--- src/rtl/shift_pkg.sv ---
// Shared constants, op encodings, controller states and helpers for the shift unit.
package shift_pkg;

    localparam int DATA_W  = 32;
    localparam int SHAMT_W = 5;

    localparam logic [2:0] OP_SLL  = 3'b000;
    localparam logic [2:0] OP_SRL  = 3'b001;
    localparam logic [2:0] OP_SRA  = 3'b010;
    localparam logic [2:0] OP_ROTL = 3'b011;
    localparam logic [2:0] OP_ROTR = 3'b100;

    typedef enum logic [1:0] {
        IDLE  = 2'd0,
        EXEC1 = 2'd1,
        EXEC2 = 2'd2,
        DONE  = 2'd3
    } state_t;

    function automatic logic [DATA_W-1:0] rev(input logic [DATA_W-1:0] x);
        logic [DATA_W-1:0] r;
        for (int i = 0; i < DATA_W; i++) begin
            r[i] = x[DATA_W-1-i];
        end
        return r;
    endfunction

    function automatic logic op_legal(input logic [2:0] op);
        return (op <= OP_ROTR);
    endfunction

endpackage

--- src/rtl/shift_unit_ctrl_if.sv ---
// Request/response handshake bundle between a requester and the shift controller.
interface shift_unit_ctrl_if;
    import shift_pkg::*;

    logic                req_valid;
    logic                req_ready;
    logic [2:0]          req_op;
    logic [DATA_W-1:0]   req_data;
    logic [SHAMT_W-1:0]  req_amt;
    logic                resp_valid;
    logic                resp_ready;
    logic [DATA_W-1:0]   resp_data;
    logic                resp_err;

    modport master (
        output req_valid, req_op, req_data, req_amt, resp_ready,
        input  req_ready, resp_valid, resp_data, resp_err
    );

    modport slave (
        input  req_valid, req_op, req_data, req_amt, resp_ready,
        output req_ready, resp_valid, resp_data, resp_err
    );

endinterface

--- src/rtl/shift_core_left.sv ---
// Combinational logarithmic left shifter: stage k shifts by 2^k when amt[k] is set, zero fill.
module shift_core_left
    import shift_pkg::*;
(
    input  logic [DATA_W-1:0]  data,
    input  logic [SHAMT_W-1:0] amt,
    output logic [DATA_W-1:0]  shifted
);

    logic [DATA_W-1:0] stage [SHAMT_W+1];

    assign stage[0] = data;

    generate
        for (genvar gi = 0; gi < SHAMT_W; gi++) begin : g_stage
            assign stage[gi+1] = amt[gi] ? (stage[gi] << (1 << gi)) : stage[gi];
        end
    endgenerate

    assign shifted = stage[SHAMT_W];

endmodule

--- src/rtl/shift_unit_ctrl.sv ---
// Shift/rotate sequencer: right shifts mirror through one left-shift core, rotates take two passes.
module shift_unit_ctrl
    import shift_pkg::*;
(
    input  logic               clk,
    input  logic               reset,
    shift_unit_ctrl_if.slave   bus,
    output logic               busy
);

    state_t              state_reg, state_next;
    logic [2:0]          op_reg, op_next;
    logic [DATA_W-1:0]   data_reg, data_next;
    logic [SHAMT_W-1:0]  amt_reg, amt_next;
    logic [DATA_W-1:0]   partial_reg, partial_next;
    logic [DATA_W-1:0]   result_reg, result_next;
    logic                err_reg, err_next;

    logic [DATA_W-1:0]   sh_in;
    logic [SHAMT_W-1:0]  sh_amt;
    logic [DATA_W-1:0]   sh_out;
    logic                sign;

    assign sign = data_reg[DATA_W-1];

    shift_core_left u_core (
        .data    (sh_in),
        .amt     (sh_amt),
        .shifted (sh_out)
    );

    // Core input mux, kept apart from post-processing so the core sits between two comb blocks.
    always_comb begin
        sh_in  = data_reg;
        sh_amt = amt_reg;
        if (state_reg == EXEC1) begin
            case (op_reg)
                OP_SRL, OP_ROTR: sh_in = rev(data_reg);
                OP_SRA:          sh_in = rev(sign ? ~data_reg : data_reg);
                default:         sh_in = data_reg;
            endcase
        end else if (state_reg == EXEC2) begin
            sh_amt = '0 - amt_reg;
            sh_in  = (op_reg == OP_ROTL) ? rev(data_reg) : data_reg;
        end
    end

    always_comb begin
        state_next   = state_reg;
        op_next      = op_reg;
        data_next    = data_reg;
        amt_next     = amt_reg;
        partial_next = partial_reg;
        result_next  = result_reg;
        err_next     = err_reg;
        case (state_reg)
            IDLE: begin
                if (bus.req_valid) begin
                    op_next      = bus.req_op;
                    data_next    = bus.req_data;
                    amt_next     = bus.req_amt;
                    partial_next = '0;
                    if (op_legal(bus.req_op)) begin
                        err_next   = 1'b0;
                        state_next = EXEC1;
                    end else begin
                        result_next = '0;
                        err_next    = 1'b1;
                        state_next  = DONE;
                    end
                end
            end
            EXEC1: begin
                state_next = DONE;
                case (op_reg)
                    OP_SLL:  result_next = sh_out;
                    OP_SRL:  result_next = rev(sh_out);
                    OP_SRA:  result_next = sign ? ~rev(sh_out) : rev(sh_out);
                    OP_ROTL: partial_next = sh_out;
                    default: partial_next = rev(sh_out);
                endcase
                if (op_reg == OP_ROTL || op_reg == OP_ROTR) begin
                    if (amt_reg == '0) begin
                        result_next = data_reg;
                    end else begin
                        state_next = EXEC2;
                    end
                end
            end
            EXEC2: begin
                result_next = (op_reg == OP_ROTL) ? (partial_reg | rev(sh_out))
                                                  : (partial_reg | sh_out);
                state_next  = DONE;
            end
            DONE: begin
                if (bus.resp_ready) begin
                    state_next = IDLE;
                end
            end
            default: state_next = IDLE;
        endcase
    end

    always_ff @(posedge clk) begin
        if (reset) begin
            state_reg   <= IDLE;
            op_reg      <= '0;
            data_reg    <= '0;
            amt_reg     <= '0;
            partial_reg <= '0;
            result_reg  <= '0;
            err_reg     <= 1'b0;
        end else begin
            state_reg   <= state_next;
            op_reg      <= op_next;
            data_reg    <= data_next;
            amt_reg     <= amt_next;
            partial_reg <= partial_next;
            result_reg  <= result_next;
            err_reg     <= err_next;
        end
    end

    assign bus.req_ready  = (state_reg == IDLE);
    assign bus.resp_valid = (state_reg == DONE);
    assign bus.resp_data  = result_reg;
    assign bus.resp_err   = err_reg;
    assign busy           = (state_reg != IDLE);

endmodule

--- src/flat_wrapper.sv ---
// flat-port wrapper written by rule: the top's interface ports become plain ports
module shift_unit_ctrl_flat import shift_pkg::*;
  (clk, reset, busy, bus_req_valid, bus_req_op, bus_req_data, bus_req_amt, bus_resp_ready, bus_req_ready, bus_resp_valid, bus_resp_data, bus_resp_err);
  shift_unit_ctrl_if bus_i ();
  input  logic clk;
  input  logic reset;
  output logic busy;
  input wire logic [$bits(bus_i.req_valid)-1:0] bus_req_valid;
  input wire logic [$bits(bus_i.req_op)-1:0] bus_req_op;
  input wire logic [$bits(bus_i.req_data)-1:0] bus_req_data;
  input wire logic [$bits(bus_i.req_amt)-1:0] bus_req_amt;
  input wire logic [$bits(bus_i.resp_ready)-1:0] bus_resp_ready;
  output wire logic [$bits(bus_i.req_ready)-1:0] bus_req_ready;
  output wire logic [$bits(bus_i.resp_valid)-1:0] bus_resp_valid;
  output wire logic [$bits(bus_i.resp_data)-1:0] bus_resp_data;
  output wire logic [$bits(bus_i.resp_err)-1:0] bus_resp_err;
  assign bus_i.req_valid = bus_req_valid;
  assign bus_i.req_op = bus_req_op;
  assign bus_i.req_data = bus_req_data;
  assign bus_i.req_amt = bus_req_amt;
  assign bus_i.resp_ready = bus_resp_ready;
  assign bus_req_ready = bus_i.req_ready;
  assign bus_resp_valid = bus_i.resp_valid;
  assign bus_resp_data = bus_i.resp_data;
  assign bus_resp_err = bus_i.resp_err;
  shift_unit_ctrl u_core (.clk(clk), .reset(reset), .bus(bus_i), .busy(busy));
endmodule
--- config.mk ---
export PLATFORM = sky130hd
export DESIGN_NAME = shift_unit_ctrl_flat
export DESIGN_NICKNAME = d
export VERILOG_FILES = /design/src/rtl/shift_pkg.sv /design/src/rtl/shift_unit_ctrl_if.sv /design/src/rtl/shift_core_left.sv /design/src/rtl/shift_unit_ctrl.sv /design/src/flat_wrapper.sv
export SDC_FILE = /design/constraint.sdc
export NUM_CORES = 1
export LEC_CHECK = 0
export ABC_AREA = 1
export CAP_MARGIN = 25
export CORE_UTILIZATION = 54
export DETAILED_ROUTE_END_ITERATION = 10
export PLACE_DENSITY = 0.85
export SLEW_MARGIN = 20
export SYNTH_ARGS = -nofsm -noshare
export SYNTH_HDL_FRONTEND = slang
export SYNTH_HIERARCHICAL = 1
export SYNTH_SLANG_ARGS = --single-unit
--- constraint.sdc ---
create_clock -name clk -period 2.79 [get_ports clk]
set_input_delay 0.558 -clock clk [delete_from_list [all_inputs] [get_ports clk]]
set_output_delay 0.558 -clock clk [all_outputs]
set_load 0.005 [all_outputs]
==> results.yml <==
setup_path:
  r2r_slack_ps: -660
  crit_path_category: "register to register"
  endpoint_kind: "register"
  endpoint: "u_core/bus.resp_data[29]"
  critical_path.startpoint_type: "register"
  r2r_cells: 26
  worst_setup_path_startpoint: "u_core/op_reg[1]"
  rr_endpoint: "u_core/bus.resp_data[29]"
  cp.required_ps: 3030
  critical_path.max_fanout: 8
  cp.arrival_ps: 3690
  regToRegStartpoint: "u_core/op_reg[1]"
clocking:
  clkSinkCount: 107
  worstSkewPairLatency_ps: 380
  cts-buffers-inserted: 9
  cts_htree_levels: 3
  cts_tree: "yes"
  clock-root-buffer: "sky130_fd_sc_hd__clkbuf_16"
  clk_pin_slew_ps: 90
  cts_max_path_buffers: 2
sta:
  achievable-frequency_mhz: 290
  report.final.setup_viol: 64
  timing.final.max_slew_violations: 0
  final_min_period_over_clock_period: 1.24
  rel_slew_slack: 0.465
  finClkSkew_ps: 17.8
  final-hold-violation-count: 0
  final_period_minus_worst_setup_slack_ps: 3450
  final_critical_path_setup_slack_ps: -661
  tightestPinTransition_ps: 802
  setup_repair_after_global_routing_missed_its_margin: "yes"
yosys:
  ys_types: 32
  synth_nets: 1753
  yosysSeqAreaShare: 0.226
  synth.avg_cell_area_um2: 5.57
  synthesis.yosys.warnings: 6
  post-synth-top-area-cell: "sky130_fd_sc_hd__dfxtp_1"
  syn_inst: 1703
  synth.area.top_cells: "sky130_fd_sc_hd__dfxtp_1 23%, sky130_fd_sc_hd__nand2_1 17%, sky130_fd_sc_hd__nand3_1 12%, sky130_fd_sc_hd__o21ai_0 7.9%, sky130_fd_sc_hd__nor2_1 6.7%"
  synthesis.area_mm2: 0.00948
  ff_latch_count_synth: 107
  proportion_of_netlist_area_held_by_the_largest_area_contributor: 0.226
routing:
  wl_per_cell_um: 19.1
  antenna_nets_post_route: 0
  total_via_count_after_detailed_routing: 13100
  remaining_drc_errors: 0
  detailedRoute.firstPassIterationCount: 10
  drt_iter0_drc: 1855
  detailed_route_wire_length_um: 39300
  vias_per_cell: 6.37
power_and_ir_drop:
  p_sw_uw: 10600
  combinationalPowerShare: 0.820
  power_frac_seq: 0.109
  p_int_uw: 8700
  power_switching_share: 0.549
  clk_pwr_share: 0.072
  p_leak_uw: 0.00582
  vdd.ir_drop.worst_mv: 2.26
  power_density_mw_per_mm2: 1480
status:
  violations: "setup timing"
  status: "finished, violations left"
layout:
  num-nets-final: 1876
  num_antenna_cells: 0
  fillCellCount: 1276
  final_core_util: 0.756
  seq_area_mm2: 0.00215
  area_delta_synth_final_pct: 37.5
  post_route_cells_drive_above_1_share: 0.224
  multi_input_area_mm2: 0.00719
die:
  initial_utilization: 0.550
  y_dimension_of_the_die_um: 135
  design.portCount: 80
  fp.dieW_um: 135
  row_count: 48
  design.die.area_mm2: 0.0181
  floorplan.core_area_mm2: 0.0172
place:
  routabilityCongestion: 0.974
  dp_worst_setup_slack_ps: -455
  io_buffers: 79
  hpwlAfterDp_um: 23000
global_route:
  wire_length_of_the_first_global_routing_pass_um: 59500
  number_of_antenna_violations_at_the_first_check_in_global_routing: 0
  first_global_vias: 11700
  grt_util_overall: 0.414
  overflow: 0
  grt_max_degree: 80
flow_run:
  maxCapViolCount: 0
hold_path:
  hold_path.class: "register to register"
-- layout make-up --
cell class,instances,area share
Multi-Input combinational cell,1322,0.552
Clock buffer,9,0.0173
Inverter,140,0.0407
Tap cell,225,0.0216
Clock inverter,7,0.00643
Sequential cell,107,0.165
Timing Repair Buffer,246,0.197
-- power groups by stage --
stage / Sequential, uW / Clock [uW] / Combinational [uW]
after floorplan: 2000 / 0 / 7680
after global placement: 2070 / 0 / 12100
after detailed placement: 2080 / 0 / 12300
after CTS: 2060 / 1380 / 14400
after global routing: 2110 / 1440 / 16800
final: 2090 / 1380 / 15800
-- logic make-up (layout without fill, tap and decap cells) --
| kind of cell | Yosys count | in the layout | share of synthesized area |
|---|---|---|---|
| AOI/OAI and AO/OA | 382 | 382 | 0.217 |
| xor gates and xnor gates | 2 | 2 | 0.00185 |
| adders and majority gates | 6 | 6 | 0.00792 |
| buffers and inverters | 274 | 402 | 0.118 |
| DFF | 107 | 107 | 0.226 |
| and+or+nand+nor | 932 | 932 | 0.429 |
-- critical path, stage by stage, from the launching register on --
cell	delay [ps]
sky130_fd_sc_hd__dfxtp_4	370
sky130_fd_sc_hd__buf_6	120
sky130_fd_sc_hd__nor2_4	90
sky130_fd_sc_hd__nand2_2	90
sky130_fd_sc_hd__nand2_4	90
sky130_fd_sc_hd__inv_4	50
sky130_fd_sc_hd__nand2_8	100
sky130_fd_sc_hd__buf_12	150
sky130_fd_sc_hd__buf_4	140
sky130_fd_sc_hd__o22ai_2	70
sky130_fd_sc_hd__o21ai_1	170
sky130_fd_sc_hd__o21ai_1	130
sky130_fd_sc_hd__nand2_1	140
sky130_fd_sc_hd__nand3_1	190
sky130_fd_sc_hd__nand3_2	200
sky130_fd_sc_hd__nand3_2	160
sky130_fd_sc_hd__nand3_2	110
sky130_fd_sc_hd__nand2_2	110
sky130_fd_sc_hd__buf_4	170
sky130_fd_sc_hd__nand3_1	70
sky130_fd_sc_hd__nand4_1	150
sky130_fd_sc_hd__nand2_1	130
sky130_fd_sc_hd__nand2_1	80
sky130_fd_sc_hd__nand2_1	60
sky130_fd_sc_hd__nand2_1	50
sky130_fd_sc_hd__nand2_1	50
sky130_fd_sc_hd__a21oi_1	60
-- routing by layer --
| layer | wire length (um) | up-vias | GRT usage | share of wire |
|---|---|---|---|---|
| li1 | - | 5934 | - | - |
| met1 | 14100 | 5915 | 0.498 | 0.36 |
| met2 | 17700 | 989 | 0.662 | 0.45 |
| met3 | 4610 | 256 | 0.0878 | 0.12 |
| met4 | 2880 | 0 | 0.282 | 0.073 |
| met5 | 0 | - | 0 | 0 |
-- layout by cell type (no fill, tap or decap), types with 6 or more instances in the layout --
cell type,n
sky130_fd_sc_hd__o21ai_1,92
sky130_fd_sc_hd__o22ai_2,7
sky130_fd_sc_hd__o22ai_1,24
sky130_fd_sc_hd__o21ai_2,21
sky130_fd_sc_hd__a22oi_1,26
sky130_fd_sc_hd__nor2_4,12
sky130_fd_sc_hd__o21ai_0,109
sky130_fd_sc_hd__buf_4,122
sky130_fd_sc_hd__inv_2,12
sky130_fd_sc_hd__nand4_1,63
sky130_fd_sc_hd__nor2_1,147
sky130_fd_sc_hd__a22oi_2,6
sky130_fd_sc_hd__nand2_4,12
sky130_fd_sc_hd__nand3_2,89
sky130_fd_sc_hd__a21oi_2,14
sky130_fd_sc_hd__nand2_2,20
sky130_fd_sc_hd__a21oi_1,79
sky130_fd_sc_hd__nand3_1,128
sky130_fd_sc_hd__inv_1,124
sky130_fd_sc_hd__nand2_1,406
sky130_fd_sc_hd__clkbuf_16,10
sky130_fd_sc_hd__or2_0,29
sky130_fd_sc_hd__clkdlybuf4s50_1,78
sky130_fd_sc_hd__dfxtp_1,102
sky130_fd_sc_hd__nor2_2,12
sky130_fd_sc_hd__buf_6,11
sky130_fd_sc_hd__buf_12,23
-- synth_stat cells (all sizes together) --
| library cell | count |
|---|---|
| nand2 | 439 |
| o21ai | 222 |
| nand3 | 220 |
| nor2 | 172 |
| inv | 138 |
| dfxtp | 107 |
| a21oi | 94 |
| clkbuf | 77 |
| nand4 | 63 |
| buf | 57 |
| a22oi | 32 |
| or2 | 32 |
| o22ai | 31 |
| ha | 6 |
| nor3 | 5 |
| clkinv | 2 |
| xor2 | 2 |
| and3 | 1 |
| o21a | 1 |
| o21bai | 1 |
| o31ai | 1 |
-- worst min-delay path by stage --
stage / startpoint / endpoint / cells past startpoint
after floorplan: u_core/amt_reg[4] / u_core/amt_reg[4] / 2
after global placement: u_core/bus.resp_data[14] / u_core/bus.resp_data[14] / 2
after detailed placement: u_core/bus.resp_data[4] / u_core/bus.resp_data[4] / 2
after CTS: u_core/bus.resp_data[21] / u_core/bus.resp_data[21] / 2
after global routing: u_core/bus.resp_data[8] / u_core/bus.resp_data[8] / 2
final: u_core/bus.resp_data[21] / u_core/bus.resp_data[21] / 2
-- through the flow --
step           TNS [ps]  instances  instance area (um2)  hold slack (ps)  total power [uW]
5_1_grt          -27350       2056                13000              500             20400
4_1_cts           -5410       2045                12700              481             17800
3_5_place_dp     -15740       2006                11200              470             14400
6_report         -17820       2056                13000              477             19300
3_3_place_gp     -10880       2006                11200              464             14200
2_1_floorplan     -75.9       1703                 9510              450              9680
-- what timing repair did --
action	in CTS	in global routing
endpoints found under the setup margin	64	64
setup buffers	15	9
cloned	9	1
hold buffers	0	0
pin swaps	71	30
gates resized for setup	210	75
Note: power is estimated with default switching activity, not from simulation.
